[config.mk]
export PLATFORM = sky130hd
export DESIGN_NAME = reg_dump_uart
export DESIGN_NICKNAME = d
export VERILOG_FILES = /design/src/rtl/reg_dump_uart.sv
export SDC_FILE = /design/constraint.sdc
export NUM_CORES = 1
export LEC_CHECK = 0
export CAP_MARGIN = 10
export CELL_PAD_IN_SITES_DETAIL_PLACEMENT = 0
export CELL_PAD_IN_SITES_GLOBAL_PLACEMENT = 1
export CORE_UTILIZATION = 40
export CTS_CLUSTER_DIAMETER = 30
export CTS_CLUSTER_SIZE = 12
export DETAILED_ROUTE_END_ITERATION = 10
export PLACE_DENSITY_LB_ADDON = 0.1
export SLEW_MARGIN = 10
export SYNTH_ARGS = -nofsm -noshare
export SYNTH_HDL_FRONTEND = slang
export SYNTH_SLANG_ARGS = --single-unit
export TNS_END_PERCENT = 1
[constraint.sdc]
create_clock -name CLK -period 2.45 [get_ports CLK]
set_input_delay 0.49 -clock CLK [delete_from_list [all_inputs] [get_ports CLK]]
set_output_delay 0.49 -clock CLK [all_outputs]
set_load 0.03 [all_outputs]
[src/rtl/reg_dump_uart.sv]
`default_nettype none
// ============================================================================
// Module   : reg_dump_uart
// Purpose  : Sweeps the CPU register-observation index and sends every
//            32-bit register over a UART 8N1 line, MSB byte first.
//            Optional macro REG_DUMP_INDEX_EN prefixes each register with
//            an index byte {3'b000, observe}.
// Revision : 1.0 - initial release
// ============================================================================
module reg_dump_uart #(
    parameter int CLKS_PER_BIT = 868,
    parameter int NUM_REGS     = 32
) (
    input  logic        CLK,
    input  logic        reset,
    input  logic        start,
    input  logic [31:0] data_in,
    output logic [4:0]  observe,
    output logic        tx,
    output logic        busy,
    output logic        done
);

    localparam int                 c_CNT_W    = $clog2(CLKS_PER_BIT);
    localparam logic [c_CNT_W-1:0] c_CNT_LAST = c_CNT_W'(CLKS_PER_BIT - 1);
    localparam logic [4:0]         c_LAST_REG = 5'(NUM_REGS - 1);
`ifdef REG_DUMP_INDEX_EN
    localparam logic [2:0]         c_LAST_BYTE  = 3'd4;
    localparam logic [2:0]         c_FIRST_DATA = 3'd1;
`else
    localparam logic [2:0]         c_LAST_BYTE  = 3'd3;
    localparam logic [2:0]         c_FIRST_DATA = 3'd0;
`endif

    typedef enum logic [2:0] {
        S_IDLE      = 3'd0,
        S_LATCH     = 3'd1,
        S_START_BIT = 3'd2,
        S_DATA      = 3'd3,
        S_STOP_BIT  = 3'd4
    } state_t;

    state_t             r_state;
    logic [c_CNT_W-1:0] r_clk_cnt;
    logic [2:0]         r_bit_cnt;
    logic [2:0]         r_byte_cnt;
    logic [31:0]        r_word;
    logic [7:0]         r_shift;

    logic               w_bit_end;
    logic [2:0]         w_data_idx;
    logic [7:0]         w_cur_byte;

    assign w_bit_end  = (r_clk_cnt == c_CNT_LAST);
    assign w_data_idx = r_byte_cnt - c_FIRST_DATA;

    // Byte to be framed next; data bytes leave the latched word MSB first.
    always_comb begin
        w_cur_byte = r_word[31:24];
        case (w_data_idx)
            3'd1:    w_cur_byte = r_word[23:16];
            3'd2:    w_cur_byte = r_word[15:8];
            3'd3:    w_cur_byte = r_word[7:0];
            default: w_cur_byte = r_word[31:24];
        endcase
`ifdef REG_DUMP_INDEX_EN
        if (r_byte_cnt == 3'd0) begin
            w_cur_byte = {3'b000, observe};
        end
`endif
    end

    always_ff @(posedge CLK) begin
        if (reset) begin
            r_state    <= S_IDLE;
            r_clk_cnt  <= '0;
            r_bit_cnt  <= '0;
            r_byte_cnt <= '0;
            r_word     <= '0;
            r_shift    <= '0;
            observe    <= '0;
            tx         <= 1'b1;
            busy       <= 1'b0;
            done       <= 1'b0;
        end else begin
            done <= 1'b0;
            case (r_state)
                S_IDLE: begin
                    tx        <= 1'b1;
                    busy      <= 1'b0;
                    r_clk_cnt <= '0;
                    if (start) begin
                        observe <= '0;
                        busy    <= 1'b1;
                        r_state <= S_LATCH;
                    end
                end
                S_LATCH: begin
                    r_word     <= data_in;
                    r_byte_cnt <= '0;
                    r_clk_cnt  <= '0;
                    tx         <= 1'b0;
                    r_state    <= S_START_BIT;
                end
                S_START_BIT: begin
                    if (w_bit_end) begin
                        r_clk_cnt <= '0;
                        r_bit_cnt <= '0;
                        r_shift   <= w_cur_byte;
                        tx        <= w_cur_byte[0];
                        r_state   <= S_DATA;
                    end else begin
                        r_clk_cnt <= r_clk_cnt + 1'b1;
                    end
                end
                S_DATA: begin
                    if (w_bit_end) begin
                        r_clk_cnt <= '0;
                        if (r_bit_cnt == 3'd7) begin
                            tx      <= 1'b1;
                            r_state <= S_STOP_BIT;
                        end else begin
                            // LSB-first: the next bit is always one position up.
                            tx        <= r_shift[1];
                            r_shift   <= r_shift >> 1;
                            r_bit_cnt <= r_bit_cnt + 1'b1;
                        end
                    end else begin
                        r_clk_cnt <= r_clk_cnt + 1'b1;
                    end
                end
                S_STOP_BIT: begin
                    if (w_bit_end) begin
                        r_clk_cnt <= '0;
                        if (r_byte_cnt < c_LAST_BYTE) begin
                            r_byte_cnt <= r_byte_cnt + 1'b1;
                            tx         <= 1'b0;
                            r_state    <= S_START_BIT;
                        end else if (observe < c_LAST_REG) begin
                            observe <= observe + 1'b1;
                            r_state <= S_LATCH;
                        end else begin
                            busy    <= 1'b0;
                            done    <= 1'b1;
                            r_state <= S_IDLE;
                        end
                    end else begin
                        r_clk_cnt <= r_clk_cnt + 1'b1;
                    end
                end
                default: begin
                    tx      <= 1'b1;
                    busy    <= 1'b0;
                    r_state <= S_IDLE;
                end
            endcase
        end
    end

endmodule
`default_nettype wire

==> qor_table.md <==
| Result | Reported |
| --- | --- |
| Core Footprint | 7292 sq um |
| Number of buffers added by the clock tree synthesis step | 9 |
| Number of H-tree levels | 3 |
| Worst-Margin Slew | 557.5 ps |
| Post-detailed-route via-to-cell ratio | 5.189 |
| GPL Wtd Cong | 0.8246 |
| Dominant combinational cell family by area after synthesis | simple AND/OR/NAND/NOR gates |
| Synthesis-to-finish area growth | 23.04% |
| Portion of the post-synthesis area used by sequential elements | 43.37% |
| Routed wire length per instance | 13.47 microns |
| Complex-gate fraction of the synthesized area | 18.07% |
| First-iteration detailed-routing DRC count | 170 |
| Number of buffers inserted by post-CTS setup repair | 0 |
| Cell types with the largest area share after synthesis | sky130_fd_sc_hd__dfxtp_1 43%, sky130_fd_sc_hd__nand2_1 12%, sky130_fd_sc_hd__a21oi_1 7.2% |
| Count of flip-flops with a built-in enable after synthesis | 0 |
| Post-synthesis adder-cell area fraction | 3.285% |
| Total of buffers placed on input and output ports | 42 |
| Total setup violations reported at the end of the flow | 0 |
| DP Wirelength | 4.812 mm |
| Slowest stage delay, CP | 390 ps |
| Antenna violations before repair | 0 |
| Worst min-delay path category | flip-flop to flip-flop |
| Worst slew margin relative to its limit | 62.78% |
| Number of vias after detailed routing | 2688 |
| Post-synthesis cell count | 377 |
| Final global-route overflow total | 0 |
| Lkg Pwr | 1.302 nW |
| Yosys warning total | 0 |
| I/O pin count | 43 |
| # nets final | 457 |
| Antenna viol nets, final | 0 |
| Critical path peak fanout | 7 |
| Drt pass-1 iters | 5 |
| Mapped Area | 3047 sq um |
| Global-route usage over all layers | 18.75% |
| FF+latch count, synth | 66 |
| Multi-input combinational cell area | 1608 sq um |
| Maximum number of pins on one net before global-route repair | 36 |
| Fill count | 739 |
| Crit path max-delay family | simple AND/OR/NAND/NOR gates |
| Fraction of synthesized area in multiplexers | 2.669% |
| Post_cts resized | 0 |
| Post-synth top area share | 43.37% |
| Final antenna diode count | 0 |
| Maximum clock insertion buffer count | 2 |
| CTS tree | done |
| Number of cells traversed by the worst register-to-register path | 7 |
| Horizontal die dimension | 89.28 microns |
| Data arrival time of the critical path | 2290 ps |
| Count of cell types in the netlist | 47 |
| Post-synthesis share of cell area spent on xor and xnor gates | 2.875% |
| PD cells | 627.5 nW/um^2 |
| Die Ht | 89.28 microns |
| Overall routed net length | 6.979 mm |
| Clk Latency, worst-skew pair | 340 ps |
| Worst setup EP type | flip-flop |
| Number of global-route vias before repair | 2335 |
| RSZ-0062 raised after global routing | false |
| Standard-cell row count | 31 |
| Hold-critical path depth | 2 |
| Area leader, netlist | sky130_fd_sc_hd__dfxtp_1 |
| Post-synthesis async set-or-reset flop share | 0% |
| Global-route wire length before repair | 11.20 mm |
| Cell Chain, Critical Path | ha_1 -> and4b_1 -> and3_1 -> nand3_1 -> buf_4 -> a311o_1 -> a21oi_1 |
| Buffer cell driving the clock tree root | sky130_fd_sc_hd__clkbuf_8 |
| Share of layout cells above drive strength 1 | 8.353% |
| Clock sink count | 66 |
| Clock Skews | 8.956 ps |
| Logic depth of the worst setup path including buffers | 7 |
| Shortest clock period the worst path allows after layout | 2022 ps |
| Worst IR drop on VDD | 0.3654 mV |
| Critical path's slowest cell | sky130_fd_sc_hd__dfxtp_1 |
| Mean cell area of the mapped netlist | 8.081 sq um |
| Effective utilization at floorplan | 41.78% |
| DRC violations left | 0 |
| CTS clock-pin slew for the worst setup and hold paths | 80 ps |
| Category of the critical setup timing path | flip-flop to flip-flop |
| Die Footprint | 7970 sq um |
| Count of hold-fix buffers inserted at cts | 0 |
| Crit share post-route | 82.54% |
| Simple logic cell fraction of the synthesized area | 25.67% |
| Total area of sequential cells | 1321 sq um |
| Overall power consumption | 2.352 mW |
| WP data required | 2720 ps |
| Total count of max-transition violations in the final report | 0 |
| Primary FF master, synth | sky130_fd_sc_hd__dfxtp_1 |
| Final Hold Vio Count | 0 |
| Run status | finished, final reports clean |
| Max-Cap Viols | 0 |
| CP startpoint kind | flip-flop |
| Buffering stage count on the worst path with inverters included | 1 |
| Number of nets produced by synthesis | 420 |
| Maximum frequency from static timing analysis | 494.5 MHz |
| Total Neg Setup Slack | 0 ps |
synthesized netlist by cell type, drive strengths merged, types with 4 or more instances:
cell / instances
nand3: 17
a21o: 8
a222oi: 8
inv: 6
buf: 9
xor2: 6
a31oi: 8
o21ai: 5
nand4: 4
a21oi: 45
xnor2: 4
ha: 8
dfxtp: 66
nor2: 27
clkbuf: 14
mux2i: 7
nand2: 94
worst register-to-register path, stage by stage (launching register included):
cell and delay (ps):
sky130_fd_sc_hd__dfxtp_1 390, sky130_fd_sc_hd__ha_1 190, sky130_fd_sc_hd__and4b_1 240, sky130_fd_sc_hd__and3_1 300
sky130_fd_sc_hd__nand3_1 220, sky130_fd_sc_hd__buf_4 230, sky130_fd_sc_hd__a311o_1 260, sky130_fd_sc_hd__a21oi_1 130
metrics by stage:
stage          util (%)  instances  setup slack, ps  cell area [sq um]  hold slack (ps)
6_report          51.41        518            427.8               3749            458.8
5_1_grt           51.41        518            263.3               3749            476.1
4_1_cts           51.41        518            410.9               3749            460.5
3_5_place_dp      48.59        502            439.6               3543            450.6
3_3_place_gp      48.59        502            487.9               3543            445.6
2_1_floorplan         -        377            694.7               3047            432.1
sequential cells by signal, indices dropped and copies added (netlist names), 3 cells and up:
register and flops:
observe 5, r_bit_cnt 3, r_byte_cnt 3, r_clk_cnt 10
r_shift 7, r_state 3, r_word 32
layer usage:
metal  wire [microns]  global-route usage, %  part of all wire (%)
met3              351                  6.187                   5.0
met1             3638                  26.89                    52
met4              114                  5.916                   1.6
met2             2875                  26.44                    41
met5                0                      0                     0
area by class of cell:
type	instances	share of cell area, %
multi-input cells	282	42.89
well taps	99	3.304
repair buffers	49	12.48
flip-flops and latches	66	35.25
clock buffers	12	4.139
clock inverters	4	1.335
inverters	6	0.6008
worst paths after layout:
kind / startpoint / end / slack (ps)
min reg2reg: r_shift[7] / r_shift[7] / 460
max: r_clk_cnt[0] / r_shift[2] / 430
min: r_shift[7] / r_shift[7] / 460
max reg2reg: r_clk_cnt[0] / r_shift[2] / 430
power by group:
part,switching (mW),total [mW],internal (mW)
clock network,0.416,0.940,0.524
logic,0.137,0.251,0.114
registers,0.0410,1.16,1.12
total,0.594,2.35,1.76
logic make-up after synthesis:
family,after synthesis
AOI/OAI and AO/OA,86
xor gates and xnor gates,10
adders and majority gates,8
buffers and inverters,29
DFF,66
muxes,8
and+or+nand+nor,170
cell usage in the layout, fill, tap and decap left out, drive strengths merged, types with 3 or more instances in the layout:
cell type and count:
nor3 3, clkbuf 12, a21oi 45, inv 6, a21o 8, nand3 17
a222oi 8, nand2b 3, and3 3, xor2 6, o21ai 5, clkdlybuf4s50 41
nand4 4, nand2 94, nor2b 3, a31oi 8, buf 8, nor3b 3
nor2 27, and2 3, xnor2 4, or3 3, mux2i 7, ha 8
dfxtp 66
(Power assumes the default switching activity.)
